### src/rtl/oc8051_int_seq_if.sv
// Sequencer <-> core/controller/stack-RAM signal bundle; master is the sequencer side,
// slave is the core side that raises requests and answers stack accesses.
interface oc8051_int_seq_if;
    logic        intr;
    logic [7:0]  int_vec;
    logic        instr_end;
    logic        reti_instr;
    logic [15:0] pc;
    logic [7:0]  sp;
    logic        stk_rdy;
    logic [7:0]  stk_rdata;
    logic        ack;
    logic        reti;
    logic        stall;
    logic        pc_ld;
    logic [15:0] pc_out;
    logic        stk_we;
    logic        stk_re;
    logic [7:0]  stk_addr;
    logic [7:0]  stk_wdata;
    logic        sp_we;
    logic [7:0]  sp_out;

    modport master (
        input  intr, int_vec, instr_end, reti_instr, pc, sp, stk_rdy, stk_rdata,
        output ack, reti, stall, pc_ld, pc_out, stk_we, stk_re, stk_addr, stk_wdata, sp_we, sp_out
    );

    modport slave (
        output intr, int_vec, instr_end, reti_instr, pc, sp, stk_rdy, stk_rdata,
        input  ack, reti, stall, pc_ld, pc_out, stk_we, stk_re, stk_addr, stk_wdata, sp_we, sp_out
    );
endinterface

### src/rtl/oc8051_int_seq.sv
// Interrupt entry/return sequencer: ack 2 cycles after intr at a boundary, PC load 3 cycles later; RETI reload in 3.
// Each stack access waits on stk_rdy with request outputs held stable; only sp_we follows stk_rdy combinationally.
module oc8051_int_seq (
    input  logic             clk,
    input  logic             rst,
    oc8051_int_seq_if.master bus
);
    typedef enum logic [3:0] {
        IDLE, PEND, ACK, PUSH_L, PUSH_H, LOAD, POP_H, POP_L, RET
    } state_t;

    state_t      state_q, state_d;
    logic        pend_q, inhibit_q;
    logic [7:0]  vec_q, sp_q, pch_q, pcl_q;
    logic [15:0] pc_q;
    logic [7:0]  sp_inc, sp_dec;
    logic        boundary;

    assign sp_inc   = sp_q + 8'd1;
    assign sp_dec   = sp_q - 8'd1;
    assign boundary = (state_q == IDLE) || (state_q == PEND);

    always_ff @(posedge clk or negedge rst) begin
        if (!rst) state_q <= IDLE;
        else      state_q <= state_d;
    end

    // RETI is checked before interrupt entry so a simultaneous intr stays pending behind the return.
    always_comb begin
        state_d = state_q;
        case (state_q)
            IDLE:    if (bus.reti_instr)                   state_d = POP_H;
                     else if (pend_q || bus.intr)          state_d = PEND;
            PEND:    if (bus.reti_instr)                   state_d = POP_H;
                     else if (bus.instr_end && !inhibit_q) state_d = ACK;
            ACK:     state_d = PUSH_L;
            PUSH_L:  if (bus.stk_rdy) state_d = PUSH_H;
            PUSH_H:  if (bus.stk_rdy) state_d = LOAD;
            LOAD:    state_d = IDLE;
            POP_H:   if (bus.stk_rdy) state_d = POP_L;
            POP_L:   if (bus.stk_rdy) state_d = RET;
            RET:     state_d = pend_q ? PEND : IDLE;
            default: state_d = IDLE;
        endcase
    end

    always_ff @(posedge clk or negedge rst) begin
        if (!rst) begin
            pend_q    <= 1'b0;
            inhibit_q <= 1'b0;
            vec_q     <= 8'h00;
            sp_q      <= 8'h00;
            pch_q     <= 8'h00;
            pcl_q     <= 8'h00;
            pc_q      <= 16'h0000;
        end else begin
            // A later pulse simply replaces the latched vector (level-1 preemption).
            if (bus.intr) vec_q <= bus.int_vec;
            if (state_d == ACK) pend_q <= 1'b0;
            else if (bus.intr)  pend_q <= 1'b1;
            if (state_q == RET)                    inhibit_q <= 1'b1;
            else if (boundary && bus.instr_end)    inhibit_q <= 1'b0;
            case (state_q)
                IDLE, PEND: if (bus.reti_instr) sp_q <= bus.sp;
                ACK: begin
                    pc_q <= bus.pc;
                    sp_q <= bus.sp;
                end
                PUSH_L, PUSH_H: if (bus.stk_rdy) sp_q <= sp_inc;
                POP_H: if (bus.stk_rdy) begin
                    pch_q <= bus.stk_rdata;
                    sp_q  <= sp_dec;
                end
                POP_L: if (bus.stk_rdy) begin
                    pcl_q <= bus.stk_rdata;
                    sp_q  <= sp_dec;
                end
                default: ;
            endcase
        end
    end

    always_comb begin
        bus.ack       = 1'b0;
        bus.reti      = 1'b0;
        bus.stall     = !boundary;
        bus.pc_ld     = 1'b0;
        bus.pc_out    = 16'h0000;
        bus.stk_we    = 1'b0;
        bus.stk_re    = 1'b0;
        bus.stk_addr  = 8'h00;
        bus.stk_wdata = 8'h00;
        bus.sp_we     = 1'b0;
        bus.sp_out    = 8'h00;
        case (state_q)
            ACK: bus.ack = 1'b1;
            PUSH_L, PUSH_H: begin
                bus.stk_we    = 1'b1;
                bus.stk_addr  = sp_inc;
                bus.stk_wdata = (state_q == PUSH_L) ? pc_q[7:0] : pc_q[15:8];
                bus.sp_out    = sp_inc;
                bus.sp_we     = bus.stk_rdy;
            end
            LOAD: begin
                bus.pc_ld  = 1'b1;
                bus.pc_out = {8'h00, vec_q};
            end
            POP_H, POP_L: begin
                bus.stk_re   = 1'b1;
                bus.stk_addr = sp_q;
                bus.sp_out   = sp_dec;
                bus.sp_we    = bus.stk_rdy;
            end
            RET: begin
                bus.pc_ld  = 1'b1;
                bus.reti   = 1'b1;
                bus.pc_out = {pch_q, pcl_q};
            end
            default: ;
        endcase
    end
endmodule

### src/flat_wrapper.sv
// flat-port wrapper written by rule: the top's interface ports become plain ports
module oc8051_int_seq_flat 
  (clk, rst, bus_intr, bus_int_vec, bus_instr_end, bus_reti_instr, bus_pc, bus_sp, bus_stk_rdy, bus_stk_rdata, bus_ack, bus_reti, bus_stall, bus_pc_ld, bus_pc_out, bus_stk_we, bus_stk_re, bus_stk_addr, bus_stk_wdata, bus_sp_we, bus_sp_out);
  oc8051_int_seq_if bus_i ();
  input  logic clk;
  input  logic rst;
  input wire logic [$bits(bus_i.intr)-1:0] bus_intr;
  input wire logic [$bits(bus_i.int_vec)-1:0] bus_int_vec;
  input wire logic [$bits(bus_i.instr_end)-1:0] bus_instr_end;
  input wire logic [$bits(bus_i.reti_instr)-1:0] bus_reti_instr;
  input wire logic [$bits(bus_i.pc)-1:0] bus_pc;
  input wire logic [$bits(bus_i.sp)-1:0] bus_sp;
  input wire logic [$bits(bus_i.stk_rdy)-1:0] bus_stk_rdy;
  input wire logic [$bits(bus_i.stk_rdata)-1:0] bus_stk_rdata;
  output wire logic [$bits(bus_i.ack)-1:0] bus_ack;
  output wire logic [$bits(bus_i.reti)-1:0] bus_reti;
  output wire logic [$bits(bus_i.stall)-1:0] bus_stall;
  output wire logic [$bits(bus_i.pc_ld)-1:0] bus_pc_ld;
  output wire logic [$bits(bus_i.pc_out)-1:0] bus_pc_out;
  output wire logic [$bits(bus_i.stk_we)-1:0] bus_stk_we;
  output wire logic [$bits(bus_i.stk_re)-1:0] bus_stk_re;
  output wire logic [$bits(bus_i.stk_addr)-1:0] bus_stk_addr;
  output wire logic [$bits(bus_i.stk_wdata)-1:0] bus_stk_wdata;
  output wire logic [$bits(bus_i.sp_we)-1:0] bus_sp_we;
  output wire logic [$bits(bus_i.sp_out)-1:0] bus_sp_out;
  assign bus_i.intr = bus_intr;
  assign bus_i.int_vec = bus_int_vec;
  assign bus_i.instr_end = bus_instr_end;
  assign bus_i.reti_instr = bus_reti_instr;
  assign bus_i.pc = bus_pc;
  assign bus_i.sp = bus_sp;
  assign bus_i.stk_rdy = bus_stk_rdy;
  assign bus_i.stk_rdata = bus_stk_rdata;
  assign bus_ack = bus_i.ack;
  assign bus_reti = bus_i.reti;
  assign bus_stall = bus_i.stall;
  assign bus_pc_ld = bus_i.pc_ld;
  assign bus_pc_out = bus_i.pc_out;
  assign bus_stk_we = bus_i.stk_we;
  assign bus_stk_re = bus_i.stk_re;
  assign bus_stk_addr = bus_i.stk_addr;
  assign bus_stk_wdata = bus_i.stk_wdata;
  assign bus_sp_we = bus_i.sp_we;
  assign bus_sp_out = bus_i.sp_out;
  oc8051_int_seq u_core (.clk(clk), .rst(rst), .bus(bus_i));
endmodule
### config.mk
export PLATFORM = sky130hd
export DESIGN_NAME = oc8051_int_seq_flat
export DESIGN_NICKNAME = d
export VERILOG_FILES = /design/src/rtl/oc8051_int_seq_if.sv /design/src/rtl/oc8051_int_seq.sv /design/src/flat_wrapper.sv
export SDC_FILE = /design/constraint.sdc
export NUM_CORES = 1
export LEC_CHECK = 0
export CAP_MARGIN = 30
export CORE_ASPECT_RATIO = 0.75
export CORE_MARGIN = 10
export CORE_UTILIZATION = 45
export CTS_CLUSTER_SIZE = 20
export DETAILED_ROUTE_END_ITERATION = 6
export GPL_TIMING_DRIVEN = 0
export HOLD_SLACK_MARGIN = 0.12
export PLACE_DENSITY = 0.73
export SLEW_MARGIN = 30
export SYNTH_ARGS = -nofsm -noshare
export SYNTH_HDL_FRONTEND = slang
export SYNTH_SLANG_ARGS = --single-unit
### constraint.sdc
create_clock -name clk -period 6.2 [get_ports clk]
set_input_delay 1.86 -clock clk [delete_from_list [all_inputs] [get_ports clk]]
set_output_delay 1.86 -clock clk [all_outputs]
set_load 0.05 [all_outputs]
==> results.md <==
Status:
- The run finished with clean final reports.

Logic synthesis:
- The synthesized design devotes to its leading area cell type 44.0% of total area.
- Counting every net in the synthesized netlist gives 341.
- By count the netlist is led by dfrtp_1, mux2_2, nand2_1, nor2_1, o21ai_0.
- Among all flip-flop cells after synthesis, the most frequent one is dfrtp_1.
- The number of synthesized flops with an enable pin is 0.
- Counting flops and latches in the post-synthesis netlist gives 54.
- For this run, the number of Yosys warnings is 0.
- The most common cell in the synthesized netlist is dfrtp_1.
- Sequential cells were found to cover 44.0% of the synthesized design area.
- Counting flops with an async set or reset pin after synthesis yields a share of 100%.
- The post-synthesis average cell area is 10.5 um2.
- The netlist area before placement is 3070 um2.
- The netlist uses 57 different library cells.
- The biggest area contributor in the post-synthesis netlist is dfrtp_1.
- The synthesized netlist cell count is 293.
- Ranked by total cell area, the synthesized netlist is headed by dfrtp_1, mux2_2, mux2_4.

Global route:
- For this run the aggregate overflow at the end of global routing stands at 0.
- For this run, the total global-route usage over all layers was measured as 16.0%.
- Entering global routing, the biggest net connects 29 pins.
- The via count of the first global-routing pass is 2632.
- The wire length of the first global-routing pass is 13700 um.
- The number of antenna violations at the first check in global routing is 0.

Die:
- The die is 115 um wide.
- Once the floorplan was initialized, standard cells occupied 47.4% of the core.
- The height of the chip is 91.5 um.
- The core footprint is 6470 um2.
- Pin placement for this block handled 93 I/O pins.
- The area enclosed by the die boundary is 10600 um2.
- The site row count is 25.

Final layout:
- The area occupied by multi-input gates is 1560 um2.
- The fraction of the core area covered by cells at the end of the flow is 65.2%.
- The antenna diode instance count is 0.
- After filler insertion, the fill cell instance count of the layout stands at 533.
- The register area is 1350 um2.
- The share of final-layout standard cells stronger than drive strength 1 is 19.6%.
- From synthesis to final layout, the design area changed by 37.5%.
- The final layout contains 440 nets.
- Excluding fillers, the count of instances in the completed layout stands at 474.
- The finished cells cover 4220 um2.

Timing:
- After layout, the worst path uses 87.1% of the clock period.
- The number of endpoints with negative hold slack in the final report is 0.
- Setup repair after global routing left no endpoint under its margin.
- The clock skew after layout is 0.00654 ns.
- The number of setup violations in the final report is 0.
- The final worst hold slack is 0.514 ns.
- Based on the critical path, the design can be clocked at up to 185 MHz.
- The total count of max-transition violations in the final report is 0.
- The actual slew at the worst max-slew pin is 0.872 ns.
- After routing, the total negative slack on setup checks comes to 0 ns.
- The final critical-path required period is 5.40 ns.
- The worst slew slack as a fraction of its limit is 41.7%.
- The smallest setup slack after layout is 0.803 ns.

Power:
- Dividing total power by cell area gives a power density of 611 nW/um2.
- The static leakage is 1.79 nW.
- The total power consumption of the routed design is 2.58 mW.
- IR analysis of the VDD net gives a maximum drop of 0.315 mV.

Routing:
- In this run, the number of DRC markers left after iteration 0 of detailed routing was 130.
- In the routed design, unresolved DRC markers number 0.
- After detailed routing, the average wire length per cell comes to 17.7 um.
- The first TritonRoute pass finished after 4 iterations.
- The count of nets left with antenna violations once routing finished came out at 0.
- The routed layout has 2595 vias.
- In the routed layout, each cell is associated on average with a via count of 5.47.
- The routed wire length is 8410 um.

Min path:
- The tightest min-delay check is of the reg2reg type.

CTS:
- The root buffer selected by CTS is clkbuf_8.
- The H-tree depth is 2.
- The longest clock path from root to sink contains 2 buffers.
- The register clock-pin slew on the reported worst setup and hold paths is 0.10 ns.
- TritonCTS built the clock tree.
- The post-CTS setup repair buffer count is 0.
- For the worst-skew pair, the clock arrives at the later sink with an insertion delay of 0.31 ns.
- The number of clock sinks seen by CTS is 54.
- The number of cells upsized or downsized after cts is 0.
- The CTS buffer count is 5.
- The number of hold buffers added after CTS was 0.

Run:
- The max-capacitance violation count is 0.

Worst setup path:
- Data arrives at the worst endpoint at 3.54 ns.
- STA classifies the critical path startpoint as a primary input.
- The startpoint-to-endpoint class of the critical path is in2out.
- The worst setup path is captured at an output port.
- The required time of the worst setup path is 4.34 ns.
- Of all nets on the critical path, the largest fanout is 7.
- The worst-case register-to-register setup slack is 4.21 ns.

Placement:
- Prior to clock tree synthesis, the placed netlist has a worst setup slack of 0.788 ns.
- Routability-driven placement finished with a final weighted congestion of 0.870.
- During placement, the flow inserted port buffers numbering 91.
- The half-perimeter wire length after detailed placement is 6420 um.
- The placed instances occupy a cell area of 4100 um2.
- Once placement completed, the tool counted placed cells totaling 466.
-- placed cells by master (no fill, tap or decap), types with 2 or more instances in the layout --
| master | n |
|---|---|
| and3_1 | 3 |
| nand2b_1 | 3 |
| nand3_1 | 4 |
| nor2_1 | 21 |
| a22o_1 | 9 |
| o32a_1 | 2 |
| a31oi_1 | 2 |
| nand2_1 | 26 |
| a21oi_1 | 10 |
| or2_2 | 2 |
| inv_1 | 9 |
| o21ai_0 | 15 |
| o21ai_1 | 2 |
| a22oi_1 | 2 |
| nand4_1 | 4 |
| inv_2 | 2 |
| buf_2 | 10 |
| nor3_2 | 2 |
| buf_4 | 4 |
| buf_6 | 3 |
| clkbuf_1 | 4 |
| mux2_4 | 8 |
| clkbuf_8 | 6 |
| dfrtp_1 | 54 |
| o22a_1 | 4 |
| clkdlybuf4s50_1 | 90 |
| nor3_1 | 2 |
| and2_1 | 10 |
| mux2_2 | 32 |
| or3_1 | 3 |
| mux2i_1 | 9 |
| o21a_1 | 4 |
| or4_1 | 2 |
| ha_1 | 2 |
-- metal layers --
| layer | routed length (um) | global-route usage, % | up-vias |
|---|---|---|---|
| met2 | 3930 | 26.0 | 85 |
| met4 | 100 | 4.53 | 0 |
| li1 | - | - | 1243 |
| met1 | 3890 | 20.6 | 1258 |
| met3 | 494 | 3.81 | 9 |
| met5 | 0 | 0 | - |
-- flip-flops by register name, summed over array words and instances, names as in the netlist --
register,count
u_core.pcl_q,8
u_core.pc_q,16
u_core.sp_q,8
u_core.pend_q,1
u_core.vec_q,8
u_core.pch_q,8
u_core.state_q,4
u_core.inhibit_q,1
-- power breakdown --
| group | internal [mW] | switching (mW) |
|---|---|---|
| clock network | 0.133 | 0.121 |
| registers | 0.508 | 0.0990 |
| logic | 0.663 | 1.06 |
-- final cells by class --
cell class / instances / share of cell area, %
Inverter: 11 / 0.978
Clock buffer: 6 / 1.96
Timing Repair Buffer: 92 / 22.0
Clock inverter: 2 / 0.919
Buffer: 20 / 2.87
Multi-Input combinational cell: 208 / 36.9
Sequential cell: 54 / 32.0
Tap cell: 81 / 2.40
-- worst paths after layout --
path | startpoint | endpoint | cells after the start
max in group asynchronous | rst | u_core.pch_q[2] | 2
worst min register to register | u_core.pch_q[3] | u_core.pch_q[3] | 1
min in group asynchronous | rst | u_core.pc_q[2] | 1
worst min-delay path | u_core.pch_q[3] | u_core.pch_q[3] | 1
worst max-delay path | bus_stk_rdy | bus_sp_we | 4
worst max register to register | u_core.sp_q[0] | u_core.sp_q[6] | 8
-- logic make-up after synthesis --
group	after synthesis	share of synthesized area, %
buffers and inverters	31	5.30
AND/OR/NAND/NOR	91	15.9
AO/OA/AOI/OAI	64	14.9
flip-flops	54	44.0
multiplexers	49	18.6
XOR/XNOR	2	0.571
adder cells (fa/ha/maj)	2	0.815
-- critical path: stages --
cell and delay, ns:
clkdlybuf4s50_1 0.61, inv_1 0.12, nor2_1 0.11, clkdlybuf4s50_1 0.83
No activity file was read; power rests on OpenSTA's default activity.
